`src/rtl/mp3_pkg.sv`:
```
// Shared constants for the MP3 frame synchroniser and later decode stages:
// FSM state encoding, sync word and header field positions/codes.
package mp3_pkg;

    typedef enum logic [1:0] {
        ST_HUNT    = 2'd0,
        ST_EMIT    = 2'd1,
        ST_PAYLOAD = 2'd2
    } state_t;

    localparam logic [10:0] SYNC_WORD = 11'h7FF;

    // Header field bit positions within the 32-bit window (MSB = first bit)
    localparam int SYNC_MSB  = 31;
    localparam int SYNC_LSB  = 21;
    localparam int VER_MSB   = 20;
    localparam int VER_LSB   = 19;
    localparam int LAYER_MSB = 18;
    localparam int LAYER_LSB = 17;
    localparam int BR_MSB    = 15;
    localparam int BR_LSB    = 12;
    localparam int SR_MSB    = 11;
    localparam int SR_LSB    = 10;

    // Codes that disqualify (or, for the layer, qualify) a candidate header
    localparam logic [1:0] VER_RESERVED = 2'b01;
    localparam logic [1:0] LAYER_III    = 2'b01;
    localparam logic [3:0] BR_FREE      = 4'b0000;
    localparam logic [3:0] BR_BAD       = 4'b1111;
    localparam logic [1:0] SR_RESERVED  = 2'b11;

    // Number of bits in a full header window
    localparam logic [5:0] FILL_FULL = 6'd32;

endpackage

```
`src/rtl/mp3_header_check.sv`:
```
// Combinational MP3 Layer III header qualifier: flags a 32-bit window that
// carries the sync word and legal version, layer, bitrate and sample-rate codes.
module mp3_header_check
    import mp3_pkg::*;
(
    input  logic [31:0] i_window,
    output logic        o_valid
);

    // Every field rule must hold for the window to count as a header
    always_comb begin
        o_valid = (i_window[SYNC_MSB:SYNC_LSB]   == SYNC_WORD)    &&
                  (i_window[VER_MSB:VER_LSB]     != VER_RESERVED) &&
                  (i_window[LAYER_MSB:LAYER_LSB] == LAYER_III)    &&
                  (i_window[BR_MSB:BR_LSB]       != BR_FREE)      &&
                  (i_window[BR_MSB:BR_LSB]       != BR_BAD)       &&
                  (i_window[SR_MSB:SR_LSB]       != SR_RESERVED);
    end

endmodule

```
`src/rtl/frame_sync.sv`:
```
// MP3 frame synchroniser: pulls bits from an upstream FIFO, hunts for a
// Layer III header in a sliding 32-bit window, hands the header downstream,
// then streams payload bits through a one-entry output slot.
module frame_sync
    import mp3_pkg::*;
(
    input  logic        clk,
    input  logic        rst,
    input  logic        fifo_empty,
    input  logic        bit_in,
    output logic        bit_rd,
    output logic [31:0] hdr,
    output logic        hdr_valid,
    input  logic        hdr_ready,
    output logic        bit_out,
    output logic        bit_valid,
    input  logic        bit_ready,
    input  logic        resync,
    output logic [15:0] frame_count
);

    state_t      r_state;
    state_t      w_state_nxt;
    logic        r_run;          // set on the first edge after reset release
    logic        r_pend;         // a read was issued last cycle; bit_in is live now
    logic [31:0] r_window;
    logic [5:0]  r_fill;
    logic [31:0] r_hdr;
    logic        r_hdr_valid;
    logic        r_bit_out;
    logic        r_bit_valid;
    logic [15:0] r_frame_count;

    logic        w_hdr_ok;
    logic        w_win_hit;
    logic        w_hs;
    logic        w_rd_want;
    logic        w_bit_rd;

    mp3_header_check u_hdr_chk (
        .i_window (r_window),
        .o_valid  (w_hdr_ok)
    );

    // A full window that qualifies ends the hunt; the handshake moves on to payload
    assign w_win_hit = (r_state == ST_HUNT) && (r_fill == FILL_FULL) && w_hdr_ok;
    assign w_hs      = r_hdr_valid && hdr_ready;

    // Next-state and read-request decode; resync overrides everything
    always_comb begin
        w_state_nxt = r_state;
        w_rd_want   = 1'b0;
        case (r_state)
            ST_HUNT: begin
                // No read in the hit cycle so the first payload bit stays in the FIFO
                if (w_win_hit) w_state_nxt = ST_EMIT;
                else           w_rd_want   = 1'b1;
            end
            ST_EMIT: begin
                if (w_hs) w_state_nxt = ST_PAYLOAD;
            end
            ST_PAYLOAD: begin
                w_rd_want = !r_bit_valid || bit_ready;
            end
            default: w_state_nxt = ST_HUNT;
        endcase
        if (resync) w_state_nxt = ST_HUNT;
        w_bit_rd = w_rd_want && r_run && !fifo_empty && !r_pend && !resync;
    end

    // State register
    always_ff @(posedge clk or negedge rst) begin
        if (!rst) r_state <= ST_HUNT;
        else      r_state <= w_state_nxt;
    end

    // Window, header, payload slot and frame counter updates
    always_ff @(posedge clk or negedge rst) begin
        if (!rst) begin
            r_run         <= 1'b0;
            r_pend        <= 1'b0;
            r_window      <= '0;
            r_fill        <= '0;
            r_hdr         <= '0;
            r_hdr_valid   <= 1'b0;
            r_bit_out     <= 1'b0;
            r_bit_valid   <= 1'b0;
            r_frame_count <= '0;
        end else begin
            r_run  <= 1'b1;
            r_pend <= w_bit_rd;
            if (resync) begin
                // Abandon the frame; a bit arriving this cycle is simply not captured
                r_window    <= '0;
                r_fill      <= '0;
                r_hdr_valid <= 1'b0;
                r_bit_valid <= 1'b0;
            end else begin
                case (r_state)
                    ST_HUNT: begin
                        if (r_pend) begin
                            r_window <= {r_window[30:0], bit_in};
                            if (r_fill != FILL_FULL) r_fill <= r_fill + 6'd1;
                        end
                        if (w_win_hit) begin
                            r_hdr       <= r_window;
                            r_hdr_valid <= 1'b1;
                        end
                    end
                    ST_EMIT: begin
                        if (w_hs) begin
                            r_hdr_valid   <= 1'b0;
                            r_frame_count <= r_frame_count + 16'd1;
                        end
                    end
                    ST_PAYLOAD: begin
                        // Reads are only issued into a free slot, so capture never collides
                        if (r_pend) begin
                            r_bit_out   <= bit_in;
                            r_bit_valid <= 1'b1;
                        end else if (r_bit_valid && bit_ready) begin
                            r_bit_valid <= 1'b0;
                        end
                    end
                    default: ;
                endcase
            end
        end
    end

    assign bit_rd      = w_bit_rd;
    assign hdr         = r_hdr;
    assign hdr_valid   = r_hdr_valid;
    assign bit_out     = r_bit_out;
    assign bit_valid   = r_bit_valid;
    assign frame_count = r_frame_count;

endmodule
```
`config.mk`:
```
export PLATFORM = sky130hd
export DESIGN_NAME = frame_sync
export DESIGN_NICKNAME = d
export VERILOG_FILES = /design/src/rtl/mp3_pkg.sv /design/src/rtl/mp3_header_check.sv /design/src/rtl/frame_sync.sv
export SDC_FILE = /design/constraint.sdc
export NUM_CORES = 1
export LEC_CHECK = 0
export CORE_AREA = 5 5 81 139
export CTS_BUF_LIST = sky130_fd_sc_hd__clkbuf_16
export CTS_CLUSTER_SIZE = 12
export DETAILED_ROUTE_END_ITERATION = 6
export DIE_AREA = 0 0 86 144
export HOLD_SLACK_MARGIN = 0.12
export PLACE_DENSITY = 0.66
export SKIP_LAST_GASP = 1
export SYNTH_ARGS = -nofsm -noshare
export SYNTH_HDL_FRONTEND = slang
export SYNTH_SLANG_ARGS = --single-unit
```
`constraint.sdc`:
```
create_clock -name clk -period 2.85 [get_ports clk]
set_input_delay 0.855 -clock clk [delete_from_list [all_inputs] [get_ports clk]]
set_output_delay 0.855 -clock clk [all_outputs]
set_load 0.02 [all_outputs]
```
Word-level counts from Yosys, hierarchy flattened
Cells that the tools add are included.

operators by class
  add/sub/neg operators = 2
  eq/ne operators = 12
  multiplexer cells = 21
  bitwise logic cells = 1
  reductions and logical operators = 34

operators by type and width
  operator                                                               number
  32-bit 2-to-1 mux                                                      3
  6-bit 2-to-1 mux                                                       4
  3-bit AND reduction                                                    6
  16-bit by 1-bit adder with 16-bit output, second input constant        1
  1-bit logical AND                                                      13
  11-bit equality test, second input constant                            1
  1-bit 2-to-1 mux                                                       8
  2-bit nonzero test                                                     4
  6-bit by 1-bit adder with 6-bit output, second input constant          1
  6-bit equality test, second input constant                             1
  2-bit 2-to-1 mux                                                       3
  3-bit inequality test, second input constant                           2
  6-bit inequality test, second input constant                           1
  2-bit case mux with 3 select lines                                     1
  3-bit nonzero test                                                     2
  2-bit by 1-bit equality test with 1-bit output, second input constant  2
  1-bit logical NOT                                                      4
  2-bit inequality test, second input constant                           2
  4-bit inequality test, second input constant                           1
  1-bit case mux with 2 select lines                                     2
  2-bit AND reduction                                                    2
  4-bit nonzero test                                                     1
  2-bit equality test, second input constant                             1
  2-bit logical NOT                                                      1
  3 further kinds                                                        3

word-level totals
  register bits after elaboration = 93
  input bits = 7
  output and inout bits = 52
  word-level logic and storage cells = 80

Logic depth before layout (Yosys ltp)
Gate-level depths: netlist of run 1.

  word-level depth = 13
  gate-level depth with buffers = 7
  mapped depth without buffers = 6

Modules after synthesis
From an unflattened synthesis of run 1, not the netlist that was laid out.

unflattened totals
  cells, all modules = 344
  area total of the unflattened synthesis = 4041.4 um^2

by module, submodules not included
  module            times used  cells each  area each (um^2)  seq. area each (um^2)
  frame_sync        1           333         3970.1            2327.2
  mp3_header_check  1           11          71.3              0.0

Least setup slack after synthesis of run 1
OpenSTA, ideal clock, no wires.

  path type = input to output
  start = input resync
  end = output bit_rd
  arrival time = 1.591 ns
  required time = 1.995 ns
  slack = 0.404 ns
  stages on the path = 3
  path buffers = 1
  cell sequence = clkbuf_1 -> nor4b_1 -> and3_1

between the ends
  longest elaborated chain between the ends = 2

ends and longest elaborated chain
  element             RTL line          RTL
  start: declaration  frame_sync.sv:18  input logic resync,
  1-bit logical NOT   frame_sync.sv:68  w_bit_rd = w_rd_want && r_run && !fifo_empty && !r_pend && !resync;
  1-bit logical AND   frame_sync.sv:68
  end: declaration    frame_sync.sv:11  output logic bit_rd,

Every way passes these cells.

Worst setup path after layout of run 1
Same ends and word-level chain as after synthesis.

==> results of run 1 <==
## worst paths after layout
| path | end | slack, ns | from | depth (start not counted) |
|---|---|---|---|---|
| max in group asynchronous | hdr[9] | 1.64 | rst | 2 |
| worst max-delay path | bit_rd | 0.08 | resync | 4 |
| worst min register to register | hdr[27] | 0.47 | hdr[27] | 1 |
| worst min-delay path | hdr[27] | 0.47 | hdr[27] | 1 |
| worst max register to register | hdr[5] | 0.92 | r_fill[0] | 8 |
| min in group asynchronous | r_window[2] | 0.57 | rst | 1 |
## through the flow
step | hold slack (ns) | TNS [ns] | power [mW]
floorplan | 0.501 | 0 | 1.38
global placement | 0.448 | -2.27 | 1.43
detailed placement | 0.451 | -2.32 | 1.43
CTS | 0.471 | 0 | 2.56
global route | 0.486 | -0.00235 | 2.63
finish | 0.466 | 0 | 2.54
## what timing repair did
item / CTS / global route
pin swaps: 1 / 3
setup endpoints to repair: 1 / 1
cloned: 0 / 0
buffers inserted: 0 / 3
gates resized for setup: 6 / 7
## kinds of logic (layout without fill, tap and decap cells)
family                     Yosys count  count (layout)  synth area share [%]
AOI/OAI and AO/OA                   38              38                  5.35
xor gates and xnor gates            19              19                  4.26
adders and majority gates            3               3                 0.961
buffers and inverters               20              99                  2.59
DFF                                 93              93                  59.6
muxes                               23              23                  8.10
other                                1               1                0.0960
and+or+nand+nor                    143             143                  19.1
## worst register-to-register path, delay by kind of cell, from the launching register on
family	cells	cell delay, ns
buffers and inverters	3	0.48
AND/OR/NAND/NOR	3	0.48
flip-flops	1	0.40
multiplexers	1	0.32
adder cells (fa/ha/maj)	1	0.15
## final cells by class
type                    instances  area, um^2
clock buffers                   9         225
repair buffers                 80         753
multi-input cells             227        1530
flip-flops and latches         93        2330
inverters                       3        11.3
well taps                     127         159
fillers                       912        5060
clock inverters                 7        57.6
## per-layer routing
metal | track usage, % | routed length (um) | share of wire (%)
met5 | 0 | 0 | 0
met4 | 6.01 | 148 | 1.9
met3 | 2.45 | 237 | 3.0
met2 | 22.8 | 4240 | 54
met1 | 15.4 | 3160 | 41
## power groups by stage
| stage | Combinational [mW] | Sequential (mW) | Clock (mW) |
|---|---|---|---|
| after floorplan | 0.0279 | 1.35 | 0 |
| after global placement | 0.0784 | 1.35 | 0 |
| after detailed placement | 0.0794 | 1.35 | 0 |
| after CTS | 0.0799 | 1.33 | 1.16 |
| after global routing | 0.0925 | 1.33 | 1.21 |
| final | 0.0818 | 1.33 | 1.13 |
## layout by cell type (no fill, tap or decap), drive strengths merged, types with 3 or more instances in the layout
master	instances
nand4	9
ha	3
clkdlybuf4s50	56
mux2	21
nor4	4
nand3b	4
a21oi	34
clkinv	4
clkbuf	9
and2	3
nand2	76
and3	6
nor2	11
xor2	6
nand2b	13
inv	4
xnor2	13
buf	24
dfrtp	93
and4	3
nand3	5
## registers in the layout, indices dropped and copies added (netlist names)
signal / flops
r_fill: 6
bit_out: 1
r_run: 1
r_pend: 1
hdr_valid: 1
r_window: 32
hdr: 32
r_state: 2
frame_count: 16
bit_valid: 1
==> flow_metrics.env, run 1 <==
export IMPL_cell_internal_pwr_mw=2.01
export IMPL_cpMaxStageDelayCell="sky130_fd_sc_hd__clkdlybuf4s50_1"
export IMPL_slew_violations=0
export IMPL_placement_io_buffers=58
export IMPL_yosys_most_used_dff="sky130_fd_sc_hd__dfrtp_1"
export IMPL_placed_cells=527
export IMPL_worstPathRequired_ns=2.00
export IMPL_cp_arrival_ns=1.92
export IMPL_synth_area_per_cell_um2=11.5
export IMPL_fp_dieArea_mm2=0.0124
export IMPL_yosys_warnings=0
export IMPL_clock_skew_final_ns=0.00546
export IMPL_proportion_of_layout_cells_with_a_drive_suffix_above_1_pct=16.5
export IMPL_fin_nets=424
export IMPL_net_switching_power_mw=0.524
export IMPL_worstPathCellList="clkdlybuf4s50_1, nor4b_2, and3_1, buf_4"
export IMPL_synthCells=340
export IMPL_clock_buffer_count_from_cts=9
export IMPL_cp_buffers_inverters=2
export IMPL_outcome="complete, no violations"
export IMPL_drtPass1Iterations=4
export IMPL_netlist_area_leader_share_pct=59.6
export IMPL_cts_htree_levels=3
export IMPL_place_gp_congestion=0.770
export IMPL_synth_top_cells_by_count="sky130_fd_sc_hd__dfrtp_1 (93), sky130_fd_sc_hd__nand2_1 (76), sky130_fd_sc_hd__a21oi_1 (34)"
export IMPL_dr_first_iter_drc_count=135
export IMPL_avg_wl_per_cell_um=14.3
export IMPL_routed_via_count=2658
export IMPL_final_design_area_no_fill_mm2=0.00506
export IMPL_synthDistinctLibCells=37
export IMPL_final_min_period_over_clock_period_pct=97.3
export IMPL_ios=59
export IMPL_worst_ir_drop_on_vdd_v=0.000276
export IMPL_tritoncts_num_sinks=93
export IMPL_kind_of_end_point_of_the_critical_path="output port"
export IMPL_final_setup_viol_count=0
export IMPL_die_h_um=144
export IMPL_synth_ff_latch_count=93
export IMPL_worst_skew_late_latency_ns=0.33
export IMPL_seq_area_frac_synth_pct=59.6
export IMPL_postCtsHoldBufs=0
export IMPL_avgViaCountPerCell=4.87
export IMPL_via_count_of_the_first_global_routing_pass=2637
export IMPL_globalRouteOverflowTotal=0
export IMPL_power_combinational_fraction_pct=3.2
export IMPL_routed_wirelength_um=7790
export IMPL_stdcell_count=546
export IMPL_max_cap_violations=0
export IMPL_syn_num_nets=350
export IMPL_die_width_um=86
export IMPL_max_slew_margin_pct=29.6
export IMPL_gr_usage_all_layers_pct=13.1
export IMPL_cp_top_family="buffers and inverters"
export IMPL_fmax_mhz=360
export IMPL_cp_start_kind="primary input"
export IMPL_core_area_mm2=0.0101
export IMPL_detailed_place_area_mm2=0.00471
export IMPL_tritoncts="done"
export IMPL_dpl_hpwl_um=5380
export IMPL_post_synth_instance_area_mm2=0.00391
export IMPL_power_frac_clock_pct=44.5
export IMPL_pwr_share_seq_pct=52.3
export IMPL_global_route_wire_length_before_repair_um=12900
export IMPL_grt_max_degree=55
export IMPL_pre_cts_slack_ns=-0.409
export IMPL_antenna_violating_nets_post_route=0
export IMPL_synthToLayoutAreaGrowth_pct=29.5
export IMPL_setup_slack_ns=0.0756
export IMPL_crit_path_max_fanout=2
export IMPL_cts_root_to_sink_buffers=2
export IMPL_fin_util_pct=50.0
export IMPL_post_synth_top_count_cell="sky130_fd_sc_hd__dfrtp_1"
export IMPL_num_antenna_cells=0
export IMPL_worstMarginPinSlew_ns=1.05
export IMPL_timing_final_hold_violations=0
export IMPL_finalCriticalPeriod_ns=2.77
export IMPL_worstSetupPathType="primary input to output port"
export IMPL_holdCritPathClass="register to register"
export IMPL_sw_frac_of_total_pct=20.6
export IMPL_async_reset_ff_share_pct=100
export IMPL_power_dens_cells_mw_per_mm2=501
export IMPL_leading_area_contributor_after_synthesis="sky130_fd_sc_hd__dfrtp_1"
export IMPL_worst_path_largest_cell_delay_ns=0.46
export IMPL_number_of_flops_mapped_to_enable_cells_by_yosys=0
export IMPL_synth_top_cells_by_area="sky130_fd_sc_hd__dfrtp_1 (60%), sky130_fd_sc_hd__nand2_1 (7.3%), sky130_fd_sc_hd__mux2_4 (6.1%), sky130_fd_sc_hd__a21oi_1 (4.4%), sky130_fd_sc_hd__xnor2_1 (2.9%)"
export IMPL_number_of_antenna_violations_at_the_first_check_in_global_routing=0
export IMPL_fp_row_count=49
export IMPL_post_route_drc_count=0
export IMPL_root_buffer="sky130_fd_sc_hd__clkbuf_16"
export IMPL_p_leak_nw=2.35
export IMPL_effective_utilization_at_floorplan_pct=38.6
export IMPL_clk_pin_slew_ns=0.06
Note: power is estimated with default switching activity, not from simulation.
==> run 2, diff against run 1 <==
==> constraint.sdc (replaced) <==
create_clock -name clk -period 2.85 [get_ports clk]
set_input_delay 0.57 -clock clk [delete_from_list [all_inputs] [get_ports clk]]
set_output_delay 0.57 -clock clk [all_outputs]
set_load 0.02 [all_outputs]
==> run 2 against run 1 <==
Compared with the run above:
- sequential share of layout area rose by 0.56 points
- via count is 1.8% lower
- final area decreased by 1.2%
- flip-flop and latch count did not move
- fmax up 6.4%
- clock-buffer cell count did not move
- routed wire length fell by 1.1%
- global-route usage barely moved
- clock skew is 0.00058 ns lower
- utilization is 0.61 points lower
- cell count is 2.4% lower
- sequential power about the same
- critical path type is now register to output port
- largest power group is now clock
==> flow_metrics.env, run 2 (synthesis gave the netlist of run 1 again) <==
export IMPL_root_buffer="sky130_fd_sc_hd__clkbuf_16"
export IMPL_antenna_violating_nets_post_route=0
export IMPL_max_cap_violations=0
export IMPL_dr_first_iter_drc_count=134
export IMPL_outcome="complete, no violations"
export IMPL_setup_repair_after_global_routing_missed_its_margin="no"
export IMPL_finalSetupTns_ns=0
export IMPL_fmax_mhz=383
export IMPL_cts_root_to_sink_buffers=2
export IMPL_sw_frac_of_total_pct=19.9
export IMPL_worst_ir_drop_on_vdd_v=0.000342
export IMPL_net_switching_power_mw=0.547
export IMPL_cts_repair_timing_setup_buffer_count=0
export IMPL_global_route_wire_length_before_repair_um=12800
export IMPL_layout_common_cells="sky130_fd_sc_hd__dfrtp_1 (93), sky130_fd_sc_hd__nand2_1 (76), sky130_fd_sc_hd__clkdlybuf4s50_1 (56), sky130_fd_sc_hd__a21oi_1 (34), sky130_fd_sc_hd__mux2_4 (16)"
export IMPL_cpMaxStageDelayCell="sky130_fd_sc_hd__dfrtp_1"
export IMPL_worstMarginPinSlew_ns=1.05
export IMPL_power_combinational_fraction_pct=2.8
export IMPL_total_power_mw=2.74
export IMPL_worstSetupPathType="register to output port"
export IMPL_grt_max_degree=57
export IMPL_drtPass1Iterations=4
export IMPL_gr_usage_all_layers_pct=13.0
export IMPL_worstPathCellList="inv_1, ha_1, nand2_1, nor4_4, a41oi_1, and3_1, dlygate4sd2_1"
export IMPL_tritoncts="done"
export IMPL_fp_dieArea_mm2=0.0124
export IMPL_stdcell_count=533
export IMPL_setup_slack_ns=0.242
export IMPL_number_of_antenna_violations_at_the_first_check_in_global_routing=0
export IMPL_tritoncts_num_sinks=93
export IMPL_avgViaCountPerCell=4.89
export IMPL_cp_start_kind="register"
export IMPL_pre_cts_slack_ns=0.165
export IMPL_cell_internal_pwr_mw=2.20
export IMPL_cp_buffers_inverters=2
export IMPL_slew_violations=0
export IMPL_core_area_mm2=0.0101
export IMPL_max_slew_margin_pct=30.2
export IMPL_effective_utilization_at_floorplan_pct=38.6
export IMPL_proportion_of_layout_cells_with_a_drive_suffix_above_1_pct=13.1
export IMPL_post_route_drc_count=0
export IMPL_worst_path_largest_cell_delay_ns=0.40
export IMPL_crit_path_max_fanout=3
export IMPL_final_min_period_over_clock_period_pct=91.5
export IMPL_cp_top_family="simple AND/OR/NAND/NOR gates"
export IMPL_pwr_share_seq_pct=48.3
export IMPL_cp_arrival_ns=2.04
export IMPL_num_antenna_cells=0
export IMPL_layout_cells_most_common="sky130_fd_sc_hd__dfrtp_1"
export IMPL_via_count_of_the_first_global_routing_pass=2563
export IMPL_cts_htree_levels=3
export IMPL_whs_ns=0.192
export IMPL_dpl_hpwl_um=5340
export IMPL_synthToLayoutAreaGrowth_pct=28.0
export IMPL_p_leak_nw=2.31
export IMPL_globalRouteOverflowTotal=0
export IMPL_die_h_um=144
export IMPL_finalCriticalPeriod_ns=2.61
export IMPL_fp_row_count=49
export IMPL_clk_pin_slew_ns=0.06
export IMPL_fin_nets=411
export IMPL_routed_wirelength_um=7700
export IMPL_routed_via_count=2609
export IMPL_place_gp_congestion=0.714
export IMPL_avg_wl_per_cell_um=14.5
export IMPL_final_setup_viol_count=0
export IMPL_worst_skew_late_latency_ns=0.34
export IMPL_kind_of_end_point_of_the_critical_path="output port"
export IMPL_clock_buffer_count_from_cts=9
export IMPL_postCtsHoldBufs=0
export IMPL_timing_final_hold_violations=0
export IMPL_worstPathRequired_ns=2.28
export IMPL_ios=59
export IMPL_die_width_um=86
export IMPL_power_dens_cells_mw_per_mm2=549
export IMPL_clock_skew_final_ns=0.00488
export IMPL_power_frac_clock_pct=48.9
export IMPL_placed_cells=517
export IMPL_holdCritPathClass="primary input to async pin"
export IMPL_placement_io_buffers=58
==> run 2: cell count changes in the layout (fill, tap and decap cells not counted), sizes merged <==
cell         previous run  this run
buf                    24        10
bufinv                  1         3
clkinv                  4         2
clkinvlp                1         2
dlygate4sd2             0         1
inv                     4         3
==> run 2: power by group through the flow <==
stage / clock network [mW] / registers, mW / logic (mW)
final: 1.34 / 1.33 / 0.0760
after global routing: 1.42 / 1.33 / 0.0868
after CTS: 1.37 / 1.33 / 0.0789
after detailed placement: 0 / 1.35 / 0.0791
after global placement: 0 / 1.35 / 0.0780
after floorplan: 0 / 1.35 / 0.0279
==> run 2: path summary, 6_finish.rpt <==
| check | start | end | slack, ns | cells past startpoint |
|---|---|---|---|---|
| hold reg to reg | hdr[30] | hdr[30] | 0.46 | 1 |
| hold / removal | rst | bit_out | 0.19 | 1 |
| setup reg to reg | r_state[1] | hdr[5] | 0.77 | 6 |
| min in group clk | hdr[30] | hdr[30] | 0.46 | 1 |
| max in group asynchronous | rst | frame_count[7] | 1.98 | 2 |
| setup / recovery | r_fill[0] | bit_rd | 0.24 | 7 |
==> run 2: metrics by stage <==
stage | instance area, um^2 | util [%]
2_1_floorplan | 3910 | -
3_3_place_gp | 4650 | 46.0
3_5_place_dp | 4650 | 46.0
4_1_cts | 5000 | 49.4
5_1_grt | 5000 | 49.4
6_report | 5000 | 49.4
==> run 2: layer usage <==
layer	vias to the layer above	track usage, %	share of wire (%)
li1	1264	-	-
met1	1300	16.0	41
met2	35	21.8	53
met3	10	2.51	3.2
met4	0	6.51	2.1
met5	-	0	0
==> run 2: area by class of cell <==
class                      instances  area (um^2)
tap                              127          159
fill                             916         5120
clock inverter                     7          114
sequential                        93         2330
timing repair buffer              67          669
clock buffer                       9          225
multi-input combinational        227         1490
inverter                           3         11.3
==> run 2: timing repair <==
action	CTS	global route
gates resized for setup	2	0
endpoints found under the hold margin	0	0
setup endpoints to repair	1	0
==> run 3, diff against run 2 <==
Settings changed: CTS_CLUSTER_DIAMETER from default to 40.
==> results of run 3 <==
The final DEF is identical to that of run 2; final timing and power are the same.
